$ cat src/rtl/bw_io_misc_bsr_ctl_pkg.sv
// Shared types and encodings for the misc-pad boundary-scan register controller.
// Holds the command opcodes, the sequencer state set and the default chain length.
package bw_io_misc_bsr_ctl_pkg;

    localparam int unsigned CHAIN_LEN_DEFAULT = 6;

    localparam logic [1:0] OP_SCAN_ENC     = 2'b00;
    localparam logic [1:0] OP_SHIFT_ENC    = 2'b01;
    localparam logic [1:0] OP_SET_MODE_ENC = 2'b10;
    localparam logic [1:0] OP_RSVD_ENC     = 2'b11;

    typedef enum logic [1:0] {
        OP_SCAN     = OP_SCAN_ENC,
        OP_SHIFT    = OP_SHIFT_ENC,
        OP_SET_MODE = OP_SET_MODE_ENC,
        OP_RSVD     = OP_RSVD_ENC
    } op_e;

    typedef enum logic [2:0] {
        S_IDLE,
        S_CAP_SU,
        S_CAP_PU,
        S_BIT_SU,
        S_BIT_PU,
        S_UPD_SU,
        S_UPD_PU,
        S_DONE
    } state_e;

endpackage

$ cat src/rtl/bw_io_misc_bsr_ctl.sv
// Command-driven sequencer for the misc pad boundary-scan chain: capture, shift and
// update phases with setup/pulse cycle pairs, plus static pad-test mode controls.
module bw_io_misc_bsr_ctl
    import bw_io_misc_bsr_ctl_pkg::*;
#(
    parameter int unsigned CHAIN_LEN = CHAIN_LEN_DEFAULT
) (
    input  logic       clk,
    input  logic       reset,
    input  logic       req_valid,
    output logic       req_ready,
    input  logic [1:0] req_op,
    input  logic [2:0] req_len,
    input  logic [7:0] req_wdata,
    output logic       rsp_valid,
    input  logic       rsp_ready,
    output logic [7:0] rsp_rdata,
    output logic       rsp_err,
    output logic       shift_dr,
    output logic       clock_dr,
    output logic       update_dr,
    output logic       mode_ctl,
    output logic       hiz_l,
    output logic       bsi,
    input  logic       bso
);

    // The chain length only documents the attached pad chain; a zero-length chain is illegal.
    if (CHAIN_LEN < 1) begin : g_chain_len_invalid
    end

    state_e     state, state_n;
    op_e        op_q, op_n;
    logic [2:0] len_q, len_n;
    logic [3:0] cnt, cnt_n;
    logic [7:0] wd_sh, wd_n;
    logic [7:0] rdata_n;
    logic       err_n, mode_n, hiz_n;
    logic       ready_n, valid_n, shift_n, clk_n, upd_n, bsi_n;
    logic [2:0] bit_idx;

    // Bit i is in flight while cnt = L - i remaining bits are outstanding.
    assign bit_idx = len_q - 3'(cnt - 4'd1);

    always_comb begin
        // NOTE: every variable gets its hold value first so no path leaves one unassigned (no latches).
        state_n = state;
        op_n    = op_q;
        len_n   = len_q;
        cnt_n   = cnt;
        wd_n    = wd_sh;
        rdata_n = rsp_rdata;
        err_n   = rsp_err;
        mode_n  = mode_ctl;
        hiz_n   = hiz_l;

        case (state)
            S_IDLE: begin
                if (req_valid && req_ready) begin
                    op_n    = op_e'(req_op);
                    len_n   = req_len;
                    cnt_n   = {1'b0, req_len} + 4'd1;
                    wd_n    = req_wdata;
                    rdata_n = '0;
                    err_n   = 1'b0;
                    case (op_e'(req_op))
                        OP_SCAN:  state_n = S_CAP_SU;
                        OP_SHIFT: state_n = S_BIT_SU;
                        OP_SET_MODE: begin
                            mode_n  = req_wdata[0];
                            hiz_n   = req_wdata[1];
                            state_n = S_DONE;
                        end
                        default: begin
                            err_n   = 1'b1;
                            state_n = S_DONE;
                        end
                    endcase
                end
            end
            S_CAP_SU: state_n = S_CAP_PU;
            S_CAP_PU: state_n = S_BIT_SU;
            S_BIT_SU: begin
                rdata_n[bit_idx] = bso;
                state_n          = S_BIT_PU;
            end
            S_BIT_PU: begin
                cnt_n = cnt - 4'd1;
                wd_n  = {1'b0, wd_sh[7:1]};
                if (cnt_n == 4'd0) begin
                    state_n = (op_q == OP_SCAN) ? S_UPD_SU : S_DONE;
                end else begin
                    state_n = S_BIT_SU;
                end
            end
            S_UPD_SU: state_n = S_UPD_PU;
            S_UPD_PU: state_n = S_DONE;
            S_DONE: begin
                if (rsp_valid && rsp_ready) begin
                    err_n   = 1'b0;
                    state_n = S_IDLE;
                end
            end
            default: state_n = S_IDLE;
        endcase

        // Pin values are decoded from the state being entered so they register alongside it.
        ready_n = (state_n == S_IDLE);
        valid_n = (state_n == S_DONE);
        shift_n = (state_n == S_BIT_SU) || (state_n == S_BIT_PU);
        clk_n   = (state_n == S_CAP_PU) || (state_n == S_BIT_PU);
        upd_n   = (state_n == S_UPD_PU);
        bsi_n   = shift_n & wd_n[0];
    end

    always_ff @(posedge clk) begin
        if (reset) begin
            state     <= S_IDLE;
            op_q      <= OP_SCAN;
            len_q     <= '0;
            cnt       <= '0;
            wd_sh     <= '0;
            req_ready <= 1'b1;
            rsp_valid <= 1'b0;
            rsp_rdata <= '0;
            rsp_err   <= 1'b0;
            shift_dr  <= 1'b0;
            clock_dr  <= 1'b0;
            update_dr <= 1'b0;
            bsi       <= 1'b0;
            mode_ctl  <= 1'b0;
            hiz_l     <= 1'b1;
        end else begin
            // NOTE: non-blocking updates keep every register sampling pre-edge values.
            state     <= state_n;
            op_q      <= op_n;
            len_q     <= len_n;
            cnt       <= cnt_n;
            wd_sh     <= wd_n;
            req_ready <= ready_n;
            rsp_valid <= valid_n;
            rsp_rdata <= rdata_n;
            rsp_err   <= err_n;
            shift_dr  <= shift_n;
            clock_dr  <= clk_n;
            update_dr <= upd_n;
            bsi       <= bsi_n;
            mode_ctl  <= mode_n;
            hiz_l     <= hiz_n;
        end
    end

endmodule

$ cat config.mk
export PLATFORM = sky130hd
export DESIGN_NAME = bw_io_misc_bsr_ctl
export DESIGN_NICKNAME = d
export VERILOG_FILES = /design/src/rtl/bw_io_misc_bsr_ctl_pkg.sv /design/src/rtl/bw_io_misc_bsr_ctl.sv
export SDC_FILE = /design/constraint.sdc
export NUM_CORES = 1
export LEC_CHECK = 0
export ABC_AREA = 0
export CAP_MARGIN = 30
export CORE_MARGIN = 10
export CORE_UTILIZATION = 48
export CTS_BUF_LIST = sky130_fd_sc_hd__clkbuf_2
export CTS_CLUSTER_SIZE = 40
export DETAILED_ROUTE_END_ITERATION = 10
export GPL_TIMING_DRIVEN = 0
export HOLD_SLACK_MARGIN = 0.08
export PLACE_DENSITY = 0.78
export SLEW_MARGIN = 40
export SYNTH_ARGS = -nofsm -noshare
export SYNTH_HDL_FRONTEND = slang
export SYNTH_SLANG_ARGS = --single-unit
$ cat constraint.sdc
create_clock -name clk -period 2.04 [get_ports clk]
set_input_delay 0.408 -clock clk [delete_from_list [all_inputs] [get_ports clk]]
set_output_delay 0.408 -clock clk [all_outputs]
set_load 0.005 [all_outputs]
==> impl_summary.md <==
Status
The run finished with clean final reports.

Timing
Headroom to the max-slew limit came out at 44.8%. On the final layout, the worst clock skew is 0.0105 ns. The total count of max-transition violations in the final report came to 0. The worst hold margin is 0.306 ns. Setup repair after global routing could not meet its margin everywhere.

The aggregate negative setup slack is 0 ns. The final-report hold violation count came to 0. The final number of setup-violating endpoints is 0.

After layout, the worst path uses 98.4% of the clock period. Counting I/O delays and the setup requirement, the final critical path takes 2.01 ns. The highest clock rate is 0.498 GHz. At the pin with the least slew margin, the transition time is 0.823 ns.

Power
The internal power is 1.61 mW. Net switching is 35.0% of the power. The net load switching power is 870 uW. The worst-case IR drop observed on VDD is 0.598 mV. The proportion of power drawn by the clock network is 23.3%. The combinational share of power is 41.6%. Registers are responsible for 35.1% of the overall power.

The power per unit of standard cell area is 1070 nW/um2. The leakage component of the power is 0.810 nW.

Detailed routing
Dividing the detail-routed via count by the number of cells gives 5.60. Once detail routing completed, the nets flagged for antenna violations numbered 0. The final layout contains routed wiring with a total length of 4.41 mm.

The number of DRC markers after the initial detailed-route iteration is 211. For this block, the via count after detailed routing is 1658. The average wire per cell in the routed design is 14.9 um.

After detailed routing, the number of remaining DRC violations is 0. The first detailed-routing pass ran for 4 iterations.

Synth
The synthesized netlist net count is 228. The area share of the leading cell type in the synthesized netlist is 42.8%. The synthesized-area fraction occupied by and/or/nand/nor cells is 24.0%.

Ranked by total cell area, the synthesized netlist is headed by dfxtp_1 43%, nand2_1 8.0%, a21oi_1 7.5%, nand3_1 3.5%, nor2_1 3.5%. Summing the sequential cell areas from Yosys gives 42.8% of the chip area. After technology mapping, the gate count stands at 205. The synthesized area per cell is 8.44 um2. The Yosys step of the flow raised 0 warnings. In this run, synthesis produced a sequential element count of 37. In the synthesized netlist the dominant register cell turns out to be dfxtp_1.

The main combinational cell family by area after synthesis is simple AND/OR/NAND/NOR gates. The mapped cell area is 1730 um2. In the synthesized netlist, mux cells make up 0% of the area. Summing the areas of all xor and xnor instances in the mapped netlist gives 3.40% of the synthesized area. After Yosys synthesis, full adders, half adders and majority gates account for 4.05% of the synthesized area. Counting flops with an async set or reset pin after synthesis yields a share of 0%. The cell type contributing the most total cell area after synthesis is dfxtp_1.

The post-synthesis cell type count is 39. The compound-cell area share of the yosys netlist is 20.8%. Yosys mapped a number of flops with a built-in enable equal to 0.

Cells and area
0 antenna diodes ended up in the layout. The end-of-flow core utilization is 68.1%. The post-route standard cell area excluding fillers is 2330 um2. The share of layout cells above drive strength 1 is 15.6%. The final non-filler cell total is 296. The commonest non-fill, non-tap cell in the layout is nand2_1. In the final design database the tool counted 272 nets.

In the layout the commonest cells are 36 x nand2_1, 35 x dfxtp_1, 32 x clkdlybuf4s50_1, 25 x a21oi_1, 15 x nor2_1. Relative to the synthesized area, the layout overhead comes to 34.4%. The filler cells instantiated in the layout total 290.

Place
The placed instance count is 283. The HPWL after detailed placement is 3.12 mm. The final estimated routing congestion in global placement is 0.876. The post-detailed-placement cell area is 2130 um2. The count of input and output buffers is 32.

Critical path
Walking the worst path, the cells encountered are inv_2, ha_4, inv_2, fa_2, xnor2_4, buf_12, xnor2_4, nand2_1, nand3_1, a21oi_1. The register-to-register setup slack is 0.03 ns. The critical path ends at rsp_rdata[7]. The kind of start point of the critical path is a register. The endpoint identified for the worst register-to-register timing path is rsp_rdata[7]. The signal arrival time at the worst endpoint is 2.29 ns.

The kind of critical path is reg2reg. Tracing the worst setup path back leads to its startpoint at cnt[1]. The depth of the most critical reg-to-reg path is 10.

The worst register-to-register path begins at cnt[1]. The required time at the endpoint of the critical path is 2.32 ns. On the worst path, the slowest cell contributes a delay of 0.39 ns. Of all nets on the critical path, the largest fanout is 8. The worst setup path is captured at a register. The cell with the largest stage delay on the worst path is dfxtp_2.

GRT
The remaining global-route overflow is 0. The number of antenna violations at the first check in global routing was 0. The number of global-route vias before repair is 1549. Global routing used 13.9% of the available tracks. The wire length of the first global-routing pass is 7.16 mm.

The largest net degree at the start of global routing is 13.

Die
The die covers 6410 um2. The initial core utilization is 50.7%. The number of core rows is 21.

The horizontal die dimension is 80.0 um. The core box area is 3420 um2. The chip height is 80.0 um. 35 I/O pins were placed.

Clock tree
Buffers inserted during clock tree synthesis total 5. The CTS clock-pin slew for the worst setup and hold paths is 0.19 ns. The clock tree synthesis step divided the H-tree into 2 levels. The longest clock path from root to sink contains 2 buffers.

The clock reaches the later pin of the worst-skew pair after 0.39 ns. The tree is rooted in a clkbuf_2. The clock sink count is 37. TritonCTS built the clock tree.

Job
The tool flagged a number of max-cap violations equal to 0.

Hold path
The type of the most critical hold path is in2reg.
==> Yosys cell counts (3+ instances only) <==
cell type   n
and2_1      4
nand2_1    37
ha_1        4
a22oi_1     7
nand3_1    12
o211ai_1    4
o21ai_1     3
a21oi_1    26
buf_2       5
clkbuf_1    5
o21ai_0     3
dfxtp_1    37
nor3b_1     3
nor2_1     16
inv_1       6
==> final cells by class <==
| cell class | instances | area (um2) | area share (%) |
|---|---|---|---|
| inverters | 6 | 25.0 | 1.08 |
| clock inverters | 3 | 65.1 | 2.80 |
| repair buffers | 37 | 374 | 16.1 |
| clock buffers | 5 | 25.0 | 1.08 |
| flip-flops and latches | 37 | 746 | 32.1 |
| well taps | 46 | 57.6 | 2.47 |
| multi-input cells | 150 | 971 | 41.7 |
| plain buffers | 12 | 62.6 | 2.69 |
==> critical path, delay by kind of cell, from the launching register on <==
kind	cells	cell delay (ns)
AOI/OAI and AO/OA	1	0.07
xor gates and xnor gates	2	0.40
adders and majority gates	2	0.64
buffers and inverters	3	0.23
DFF	1	0.39
and+or+nand+nor	2	0.17
==> worst min-delay path by stage <==
| stage | startpoint | to | slack, ns | cells after the start |
|---|---|---|---|---|
| after floorplan | wd_sh[0] | wd_sh[0] | 0.43 | 2 |
| after global placement | wd_sh[0] | wd_sh[0] | 0.44 | 2 |
| after detailed placement | wd_sh[1] | wd_sh[1] | 0.45 | 2 |
| after CTS | bso | rsp_rdata[0] | 0.30 | 3 |
| after global routing | bso | rsp_rdata[4] | 0.30 | 3 |
| final | bso | rsp_rdata[0] | 0.31 | 3 |
==> sequential cells by signal, summed over array words and instances (netlist names), 2 cells and up <==
| signal | cells |
|---|---|
| op_q | 2 |
| len_q | 3 |
| rsp_rdata | 8 |
| cnt | 4 |
| state | 3 |
| wd_sh | 8 |
==> power groups by stage <==
stage               clock [mW]  sequential (mW)  combinational [mW]
finish                   0.579            0.871                1.03
global route             0.619            0.884                1.12
CTS                      0.583            0.869               0.984
detailed placement           0            0.884               0.834
global placement             0            0.879               0.814
floorplan                    0            0.876               0.601
==> per-stage QoR <==
step	power (mW)	setup WS, ns
2_1_floorplan	1.48	0.00190
3_3_place_gp	1.69	-0.179
3_5_place_dp	1.72	-0.291
4_1_cts	2.44	0.00393
5_1_grt	2.62	-0.0628
6_report	2.48	0.0319
==> timing repair <==
item / 4_1_cts / 5_1_grt
pin swaps: 4 / 11
gates resized for setup: 9 / 6
setup endpoints to repair: 8 / 8
setup buffers: 4 / 1
hold buffers: 0 / 0
==> routing by layer <==
layer / track usage, % / up-vias / share of wire [%]
met4: 6.34 / 0 / 2.0
li1: - / 811 / -
met1: 15.9 / 770 / 41
met2: 22.5 / 68 / 48
met5: 0 / - / 0
met3: 4.95 / 9 / 8.9
==> cell families (layout without fill, tap and decap cells) <==
| kind of cell | count (synthesis) | count (layout) |
|---|---|---|
| simple gates | 86 | 86 |
| compound gates | 54 | 54 |
| flops | 37 | 37 |
| buf+inv | 18 | 63 |
| fa+ha+maj | 5 | 5 |
| xor+xnor | 5 | 5 |
Note: power is estimated with default switching activity, not from simulation.
